--- src/rtl/wb_stage_if.sv ---
// ----------------------------------------------------------------------------
// wb_stage_if
// Result bundle handshake between the MEM stage (master) and the writeback
// stage (slave).
//   mem_valid   master->slave  bundle valid
//   mem_ready   slave->master  writeback can take a bundle
//   mem_kind    master->slave  00 ALU, 01 32-bit load, 10 128-bit load, 11 as 00
//   mem_addr    master->slave  four lane register addresses, lane0 in LSBs
//   mem_en      master->slave  per-lane 32-bit write enables
//   mem_en_128  master->slave  128-bit register write enable
//   mem_data    master->slave  four lane data words, lane0 in LSBs
// ----------------------------------------------------------------------------
interface wb_stage_if #(
  parameter int DATA_W = 32,
  parameter int ADDR_W = 5
) ();
  logic                  mem_valid;
  logic                  mem_ready;
  logic [1:0]            mem_kind;
  logic [4*ADDR_W-1:0]   mem_addr;
  logic [3:0]            mem_en;
  logic                  mem_en_128;
  logic [4*DATA_W-1:0]   mem_data;

  modport master (
    output mem_valid, mem_kind, mem_addr, mem_en, mem_en_128, mem_data,
    input  mem_ready
  );

  modport slave (
    input  mem_valid, mem_kind, mem_addr, mem_en, mem_en_128, mem_data,
    output mem_ready
  );
endinterface

--- src/rtl/wb_stage.sv ---
// ----------------------------------------------------------------------------
// wb_stage
// Writeback stage. Takes result bundles from MEM, merges data-memory load
// beats, and drives the register-file write ports (four 32-bit lanes plus a
// 128-bit write built from the same four lanes). A 128-bit load arrives as
// four beats which are collected and committed as a single write.
// Ports:
//   clk, rst            clock, synchronous active-high reset
//   flush               discard any uncommitted bundle, block accept
//   mem (slave)         bundle handshake from MEM
//   dmem_rvalid/rdata   one load beat per valid cycle
//   write_addr1..4      register write addresses (hold between commits)
//   write_en1_32..4_32  single-cycle 32-bit write strobes
//   write_en_128        single-cycle 128-bit write strobe
//   write_data_1..4     lane write data (hold between commits)
//   wb_rd               lane0 address of a waiting load, else 0
//   wb_busy             a load bundle is waiting for data
//   err_timeout         pulse: waiting load dropped after TIMEOUT idle cycles
//   err_spurious        pulse: load beat seen while nothing was waiting
// ----------------------------------------------------------------------------
module wb_stage #(
  parameter int DATA_W  = 32,
  parameter int ADDR_W  = 5,
  parameter int TIMEOUT = 15
) (
  input  logic              clk,
  input  logic              rst,
  input  logic              flush,
  wb_stage_if.slave         mem,
  input  logic              dmem_rvalid,
  input  logic [DATA_W-1:0] dmem_rdata,
  output logic [ADDR_W-1:0] write_addr1,
  output logic [ADDR_W-1:0] write_addr2,
  output logic [ADDR_W-1:0] write_addr3,
  output logic [ADDR_W-1:0] write_addr4,
  output logic              write_en1_32,
  output logic              write_en2_32,
  output logic              write_en3_32,
  output logic              write_en4_32,
  output logic              write_en_128,
  output logic [DATA_W-1:0] write_data_1,
  output logic [DATA_W-1:0] write_data_2,
  output logic [DATA_W-1:0] write_data_3,
  output logic [DATA_W-1:0] write_data_4,
  output logic [ADDR_W-1:0] wb_rd,
  output logic              wb_busy,
  output logic              err_timeout,
  output logic              err_spurious
);

  typedef enum logic [1:0] {
    ST_IDLE       = 2'd0,
    ST_WAIT_LD32  = 2'd1,
    ST_WAIT_LD128 = 2'd2
  } state_t;

  localparam logic [1:0] KIND_LD32  = 2'b01;
  localparam logic [1:0] KIND_LD128 = 2'b10;
  // Last counter value before the drop; the increment that would reach
  // TIMEOUT is the one that fires the error.
  localparam logic [3:0] TMO_LAST   = 4'(TIMEOUT - 1);

  state_t              state_q, state_d;
  logic [ADDR_W-1:0]   addr_q [4];
  logic [ADDR_W-1:0]   addr_d [4];
  logic [DATA_W-1:0]   lane_q [4];
  logic [DATA_W-1:0]   lane_d [4];
  logic [3:0]          en_q, en_d;
  logic                en128_q, en128_d;
  logic [1:0]          beat_q, beat_d;
  logic [3:0]          tmo_q, tmo_d;
  logic                drop_q, drop_d;

  logic [ADDR_W-1:0]   wr_addr_q [4];
  logic [ADDR_W-1:0]   wr_addr_d [4];
  logic [DATA_W-1:0]   wr_data_q [4];
  logic [DATA_W-1:0]   wr_data_d [4];
  logic [3:0]          wr_en_q, wr_en_d;
  logic                wr_en128_q, wr_en128_d;
  logic                err_to_q, err_to_d;
  logic                err_sp_q, err_sp_d;

  logic [ADDR_W-1:0]   in_addr [4];
  logic [DATA_W-1:0]   in_data [4];
  logic                accept;
  logic                is_load;

  for (genvar gi = 0; gi < 4; gi++) begin : g_unpack
    assign in_addr[gi] = mem.mem_addr[gi*ADDR_W +: ADDR_W];
    assign in_data[gi] = mem.mem_data[gi*DATA_W +: DATA_W];
  end

  assign mem.mem_ready = (state_q == ST_IDLE);
  assign accept        = mem.mem_valid & (state_q == ST_IDLE) & ~flush;
  assign is_load       = (mem.mem_kind == KIND_LD32) || (mem.mem_kind == KIND_LD128);

  always_comb begin
    state_d    = state_q;
    addr_d     = addr_q;
    lane_d     = lane_q;
    en_d       = en_q;
    en128_d    = en128_q;
    beat_d     = beat_q;
    tmo_d      = tmo_q;
    drop_d     = 1'b0;
    wr_addr_d  = wr_addr_q;
    wr_data_d  = wr_data_q;
    wr_en_d    = 4'b0000;
    wr_en128_d = 1'b0;
    err_to_d   = 1'b0;
    err_sp_d   = 1'b0;

    case (state_q)
      ST_IDLE: begin
        // A beat right after a flush drop belongs to the abandoned load.
        if (dmem_rvalid && !drop_q) err_sp_d = 1'b1;
        if (accept) begin
          if (is_load) begin
            addr_d  = in_addr;
            lane_d  = in_data;
            en_d    = mem.mem_en;
            en128_d = mem.mem_en_128;
            tmo_d   = 4'd0;
            beat_d  = 2'd0;
            state_d = (mem.mem_kind == KIND_LD32) ? ST_WAIT_LD32 : ST_WAIT_LD128;
          end else begin
            wr_addr_d  = in_addr;
            wr_data_d  = in_data;
            wr_en_d    = mem.mem_en;
            wr_en128_d = mem.mem_en_128;
          end
        end
      end

      ST_WAIT_LD32: begin
        if (flush) begin
          drop_d  = 1'b1;
          tmo_d   = 4'd0;
          state_d = ST_IDLE;
        end else if (dmem_rvalid) begin
          wr_addr_d    = addr_q;
          wr_data_d    = lane_q;
          wr_data_d[0] = dmem_rdata;
          wr_en_d      = en_q;
          wr_en128_d   = en128_q;
          tmo_d        = 4'd0;
          state_d      = ST_IDLE;
        end else if (tmo_q == TMO_LAST) begin
          err_to_d = 1'b1;
          tmo_d    = 4'd0;
          state_d  = ST_IDLE;
        end else begin
          tmo_d = tmo_q + 4'd1;
        end
      end

      ST_WAIT_LD128: begin
        if (flush) begin
          drop_d  = 1'b1;
          tmo_d   = 4'd0;
          beat_d  = 2'd0;
          state_d = ST_IDLE;
        end else if (dmem_rvalid) begin
          lane_d[beat_q] = dmem_rdata;
          beat_d         = beat_q + 2'd1;
          tmo_d          = 4'd0;
          if (beat_q == 2'd3) begin
            // Final beat goes straight to the output; earlier beats are held.
            wr_addr_d    = addr_q;
            wr_data_d    = lane_q;
            wr_data_d[3] = dmem_rdata;
            wr_en_d      = en_q;
            wr_en128_d   = en128_q;
            state_d      = ST_IDLE;
          end
        end else if (tmo_q == TMO_LAST) begin
          err_to_d = 1'b1;
          tmo_d    = 4'd0;
          beat_d   = 2'd0;
          state_d  = ST_IDLE;
        end else begin
          tmo_d = tmo_q + 4'd1;
        end
      end

      default: state_d = ST_IDLE;
    endcase
  end

  always_ff @(posedge clk) begin
    if (rst) begin
      state_q    <= ST_IDLE;
      addr_q     <= '{default: '0};
      lane_q     <= '{default: '0};
      en_q       <= 4'b0000;
      en128_q    <= 1'b0;
      beat_q     <= 2'd0;
      tmo_q      <= 4'd0;
      drop_q     <= 1'b0;
      wr_addr_q  <= '{default: '0};
      wr_data_q  <= '{default: '0};
      wr_en_q    <= 4'b0000;
      wr_en128_q <= 1'b0;
      err_to_q   <= 1'b0;
      err_sp_q   <= 1'b0;
    end else begin
      state_q    <= state_d;
      addr_q     <= addr_d;
      lane_q     <= lane_d;
      en_q       <= en_d;
      en128_q    <= en128_d;
      beat_q     <= beat_d;
      tmo_q      <= tmo_d;
      drop_q     <= drop_d;
      wr_addr_q  <= wr_addr_d;
      wr_data_q  <= wr_data_d;
      wr_en_q    <= wr_en_d;
      wr_en128_q <= wr_en128_d;
      err_to_q   <= err_to_d;
      err_sp_q   <= err_sp_d;
    end
  end

  assign write_addr1  = wr_addr_q[0];
  assign write_addr2  = wr_addr_q[1];
  assign write_addr3  = wr_addr_q[2];
  assign write_addr4  = wr_addr_q[3];
  assign write_data_1 = wr_data_q[0];
  assign write_data_2 = wr_data_q[1];
  assign write_data_3 = wr_data_q[2];
  assign write_data_4 = wr_data_q[3];
  assign write_en1_32 = wr_en_q[0];
  assign write_en2_32 = wr_en_q[1];
  assign write_en3_32 = wr_en_q[2];
  assign write_en4_32 = wr_en_q[3];
  assign write_en_128 = wr_en128_q;
  assign err_timeout  = err_to_q;
  assign err_spurious = err_sp_q;
  assign wb_busy      = (state_q != ST_IDLE);
  assign wb_rd        = (state_q != ST_IDLE) ? addr_q[0] : '0;

endmodule

--- src/flat_wrapper.sv ---
// flat-port wrapper written by rule: the top's interface ports become plain ports
module wb_stage_flat 
#(
  parameter int DATA_W  = 32,
  parameter int ADDR_W  = 5,
  parameter int TIMEOUT = 15
)
  (clk, rst, flush, dmem_rvalid, dmem_rdata, write_addr1, write_addr2, write_addr3, write_addr4, write_en1_32, write_en2_32, write_en3_32, write_en4_32, write_en_128, write_data_1, write_data_2, write_data_3, write_data_4, wb_rd, wb_busy, err_timeout, err_spurious, mem_mem_valid, mem_mem_kind, mem_mem_addr, mem_mem_en, mem_mem_en_128, mem_mem_data, mem_mem_ready);
  wb_stage_if #(.DATA_W(DATA_W), .ADDR_W(ADDR_W)) mem_i ();
  input  logic clk;
  input  logic rst;
  input  logic flush;
  input  logic dmem_rvalid;
  input  logic [DATA_W-1:0] dmem_rdata;
  output logic [ADDR_W-1:0] write_addr1;
  output logic [ADDR_W-1:0] write_addr2;
  output logic [ADDR_W-1:0] write_addr3;
  output logic [ADDR_W-1:0] write_addr4;
  output logic write_en1_32;
  output logic write_en2_32;
  output logic write_en3_32;
  output logic write_en4_32;
  output logic write_en_128;
  output logic [DATA_W-1:0] write_data_1;
  output logic [DATA_W-1:0] write_data_2;
  output logic [DATA_W-1:0] write_data_3;
  output logic [DATA_W-1:0] write_data_4;
  output logic [ADDR_W-1:0] wb_rd;
  output logic wb_busy;
  output logic err_timeout;
  output logic err_spurious;
  input wire logic [$bits(mem_i.mem_valid)-1:0] mem_mem_valid;
  input wire logic [$bits(mem_i.mem_kind)-1:0] mem_mem_kind;
  input wire logic [$bits(mem_i.mem_addr)-1:0] mem_mem_addr;
  input wire logic [$bits(mem_i.mem_en)-1:0] mem_mem_en;
  input wire logic [$bits(mem_i.mem_en_128)-1:0] mem_mem_en_128;
  input wire logic [$bits(mem_i.mem_data)-1:0] mem_mem_data;
  output wire logic [$bits(mem_i.mem_ready)-1:0] mem_mem_ready;
  assign mem_i.mem_valid = mem_mem_valid;
  assign mem_i.mem_kind = mem_mem_kind;
  assign mem_i.mem_addr = mem_mem_addr;
  assign mem_i.mem_en = mem_mem_en;
  assign mem_i.mem_en_128 = mem_mem_en_128;
  assign mem_i.mem_data = mem_mem_data;
  assign mem_mem_ready = mem_i.mem_ready;
  wb_stage #(.DATA_W(DATA_W), .ADDR_W(ADDR_W), .TIMEOUT(TIMEOUT)) u_core (.clk(clk), .rst(rst), .flush(flush), .mem(mem_i), .dmem_rvalid(dmem_rvalid), .dmem_rdata(dmem_rdata), .write_addr1(write_addr1), .write_addr2(write_addr2), .write_addr3(write_addr3), .write_addr4(write_addr4), .write_en1_32(write_en1_32), .write_en2_32(write_en2_32), .write_en3_32(write_en3_32), .write_en4_32(write_en4_32), .write_en_128(write_en_128), .write_data_1(write_data_1), .write_data_2(write_data_2), .write_data_3(write_data_3), .write_data_4(write_data_4), .wb_rd(wb_rd), .wb_busy(wb_busy), .err_timeout(err_timeout), .err_spurious(err_spurious));
endmodule
--- config.mk ---
export PLATFORM = sky130hd
export DESIGN_NAME = wb_stage_flat
export DESIGN_NICKNAME = d
export VERILOG_FILES = /design/src/rtl/wb_stage_if.sv /design/src/rtl/wb_stage.sv /design/src/flat_wrapper.sv
export SDC_FILE = /design/constraint.sdc
export NUM_CORES = 1
export LEC_CHECK = 0
export ABC_AREA = 1
export BUFFER_PORTS_ARGS = -buffer_cell sky130_fd_sc_hd__buf_2
export CAP_MARGIN = 15
export CORE_MARGIN = 3
export CORE_UTILIZATION = 30
export CTS_CLUSTER_SIZE = 10
export DETAILED_ROUTE_END_ITERATION = 10
export PLACE_DENSITY = 0.52
export SLEW_MARGIN = 20
export SYNTH_ARGS = -nofsm -noshare
export SYNTH_HDL_FRONTEND = slang
export SYNTH_SLANG_ARGS = --single-unit
export TNS_END_PERCENT = 30
--- constraint.sdc ---
create_clock -name clk -period 2.21 [get_ports clk]
set_input_delay 0.221 -clock clk [delete_from_list [all_inputs] [get_ports clk]]
set_output_delay 0.221 -clock clk [all_outputs]
set_load 0.05 [all_outputs]
==> metrics.md <==
| Metric | Value |
|---|---|
| Largest net degree at the start of global routing | 84 |
| Syn Area/Cell | 6.19 um2 |
| Synthesis-to-finish area growth | 27.5% |
| Final Cycle Share | 0.959 |
| Arrival time worst endpoint | 2.57 ns |
| Post-route cell area | 0.0216 mm2 |
| Worst-path fanout max | between 40 and 50 |
| Post-Syn Instances | 2742 |
| I/O Buffers | around 350 |
| Leakage | approximately 11 nW |
| Worst setup EP type | flop |
| Logic pwr share | 0.617 |
| Pwr Density | around 1800 mW/mm2 |
| Starting Density | 0.306 |
| Via Count | 18400 |
| RSZ-0062 raised after global routing | false |
| Core Area | around 0.056 mm2 |
| Multiplexer area fraction after synthesis | 0.0377 |
| Post-synth EDFFs | 0 |
| Final Util | 0.390 |
| Number of buffers created by CTS | 40 |
| I/O pin cnt | 354 |
| Max stage delay on crit path | 0.38 ns |
| Width of the die | 244 um |
| #FFs+latches synth | 317 |
| CTS tree | done |
| Top cell type's share of synthesized area | 0.374 |
| Final setup viols | 0 |
| All-Layer GR Usage | 0.225 |
| Clock Power Share | 0.158 |
| CTS Sinks | approximately 320 |
| Proportion of layout cells with a drive suffix above 1 | 0.165 |
| Placer Congestion | 0.839 |
| Dominant synthesized flop cell | dfxtp_1 |
| Seq pwr share | 0.226 |
| DRC violations left | 0 |
| Nets | approximately 3300 |
| Setup Skew | 0.0174 ns |
| Crit path from | u_core.state_q[0] |
| Final min period | 2.12 ns |
| Internal power | 18.9 mW |
| Post-synthesis adder-cell area fraction | 0.00884 |
| Clk buf depth | 3 |
| Peak VDD IR | about 1.5 mV |
| Seq/Total Area, Yosys | 0.374 |
| DR vias/cell | roughly 4.8 |
| Worst-path cell chain | inv_1 -> ha_4 -> nor2_4 -> nor2_1 -> nor2_4 -> buf_4 -> buf_6 -> nand3_1 -> nand2_1 -> nor2_1 |
| Routed wire length per instance | about 18 um |
| Critical Path Slowest Stage Cell | dfxtp_2 |
| Max Clock Freq | 472 MHz |
| Worst slew pin tran | 0.611 ns |
| Fillers | 6046 |
| Vias in the first global route | 16800 |
| Post-Syn Nets | 2946 |
| Wire length of the first global-routing pass | 105 mm |
| Die Height | 244 um |
| Kind of critical path | flop to flop |
| Synth Area in Compound Gates | 0.0751 |
| Final Max Slew Viols | 0 |
| Run status | complete, no violations |
| Switching share of power | 0.518 |
| Largest family of logic cells by synthesized area | simple AND/OR/NAND/NOR gates |
| Count leader, synth | nand2_1 |
| Simple-gate share of the synthesized area | 0.397 |
| Reg clk slew, reported paths | ~0.06 ns |
| DP Area | between 0.015 and 0.02 mm2 |
| H-tree depth | 2 |
| Area contributors post-synth | dfxtp_1 (37%), nand2_1 (17%), nor2_1 (14%) |
| Number of cells after detailed placement | 3701 |
| Total Wirelength | 70.9 mm |
| Non-filler cells, final | 3843 |
| Distinct cell type count of the synthesized netlist | 26 |
| Setup crit start kind | flop |
| WP buf/inv | 3 |
| Crit path max-delay family | simple AND/OR/NAND/NOR gates |
| Post-synthesis async set-or-reset flop share | 0 |
| GRT Residual Overflow | 0 |
| Initial antenna violation count | 14 |
| Max_cap viols | 0 |
| Reg2reg setup slack | 0.09 ns |
| Final HPWL DP | 48.6 mm |
| Yosys warns | 0 |
| Mapped Area | 0.0170 mm2 |
| CTS root buffer | clkbuf_16 |
| Clk_lat worst skew | 0.56 ns |
| Net switching power | 20.3 mW |
| XOR/XNOR share of the synthesized area | 0 |
| Worst Hold Class | input pin to flop |
| HP Start | mem_mem_data[108] |
| RR Startpoint | u_core.state_q[0] |
| Yosys top cell by area | dfxtp_1 |
| Initial DRC count | 1612 |
| Die ar. | 0.0595 mm2 |
| Fin. Hold Viols | 0 |
| Data required time of the worst path | between 2 and 3 ns |
| Commonest cells post-synth | nand2_1 (786), nor2_1 (622), dfxtp_1 (317) |
| 1st-pass router iterations | 6 |
| Routed Antenna Nets | 0 |
| Row count | 86 |
| Worst slew margin | 0.592 |
## flip-flops by register name (all words and copies together), names as in the netlist, 2 cells and up
signal	cells
u_core.addr_q	20
u_core.beat_q	2
u_core.en_q	4
u_core.lane_q	128
u_core.state_q	2
u_core.tmo_q	4
u_core.wr_en_q	4
u_core.write_addr1	5
u_core.write_addr2	5
u_core.write_addr3	5
u_core.write_addr4	5
u_core.write_data_1	32
u_core.write_data_2	32
u_core.write_data_3	32
u_core.write_data_4	32
## area by class of cell
cell class              instances  area (um2)  share of cell area
diodes                         12        30.0             0.00139
clock buffers                  57        1170              0.0539
clock inverters                 3        15.0            0.000694
inverters                     249         948              0.0438
multi-input cells            1975        8880               0.410
flip-flops and latches        317        6350               0.293
well taps                     748         936              0.0432
repair buffers                481        3320               0.153
repair inverters                1        7.51            0.000347
## metrics by stage
step                setup slack [ns]  hold slack [ns]  power [mW]  TNS [ns]
CTS                          0.00121         0.000456        38.4         0
finish                        0.0909           0.0272        39.2         0
floorplan                     0.0360            0.290        25.4         0
global route                  0.0136           0.0248        42.1         0
detailed placement           -0.0302            0.383        32.0    -0.118
global placement              0.0908            0.389        31.7         0
## path summary, 6_finish.rpt
path,depth (start not counted),to
worst min register to register,1,u_core.err_spurious
worst min-delay path,5,u_core.lane_q[12]
worst max register to register,10,u_core.write_data_1[14]
worst max-delay path,10,u_core.write_data_1[14]
## layout by cell type (no fill, tap or decap), drive strengths merged
cell / netlist / layout
a21boi: 15 / 15
a21oi: 142 / 142
a22o: 32 / 32
and2: 1 / 1
buf: 99 / 424
clkbuf: 102 / 61
clkinv: 0 / 3
clkinvlp: 0 / 2
dfxtp: 317 / 317
diode: 0 / 12
dlygate4sd3: 0 / 53
ha: 12 / 12
inv: 249 / 248
mux2i: 64 / 64
nand2: 786 / 786
nand3: 194 / 194
nand3b: 1 / 1
nand4: 66 / 66
nor2: 624 / 624
nor3: 1 / 1
nor4: 2 / 2
o21a: 5 / 5
o21ai: 26 / 26
or2: 4 / 4
## power groups by stage
stage	clock network, mW	registers, mW	logic, mW
2_1_floorplan	0	11.3	14.2
3_3_place_gp	0	8.86	22.9
3_5_place_dp	0	8.93	23.1
4_1_cts	6.31	8.83	23.3
5_1_grt	6.50	9.06	26.6
6_report	6.18	8.84	24.2
## worst min-delay path, stage by stage
cell	delay (ns)
buf_2	0.09
nand2_1	0.05
nand2_1	0.06
nor2_1	0.04
nor2_1	0.09
## cell families after synthesis
logic type      count (synthesis)
compound gates                220
flops                         317
simple gates                 1679
mux                            64
fa+ha+maj                      12
buf+inv                       450
## routing by layer
metal / share of wire / routed length [um] / vias up / GRT usage
met5: 0.00051 / 36 / - / 0
li1: - / - / 9169 / -
met4: 0.028 / 1950 / 6 / 0.0659
met2: 0.44 / 31200 / 721 / 0.349
met3: 0.070 / 5000 / 116 / 0.0418
met1: 0.46 / 32700 / 8436 / 0.318
## timing repair
| action | in CTS | in global routing |
|---|---|---|
| endpoints found under the hold margin | 58 | 0 |
| hold buffers | 53 | 0 |
| setup buffers | 0 | 13 |
| resized for setup | 2 | 13 |
| setup endpoints to repair | 32 | 251 |
| cloned | 0 | 4 |
| pin swaps | 0 | 3 |
Power figures use the tool's default switching activity.
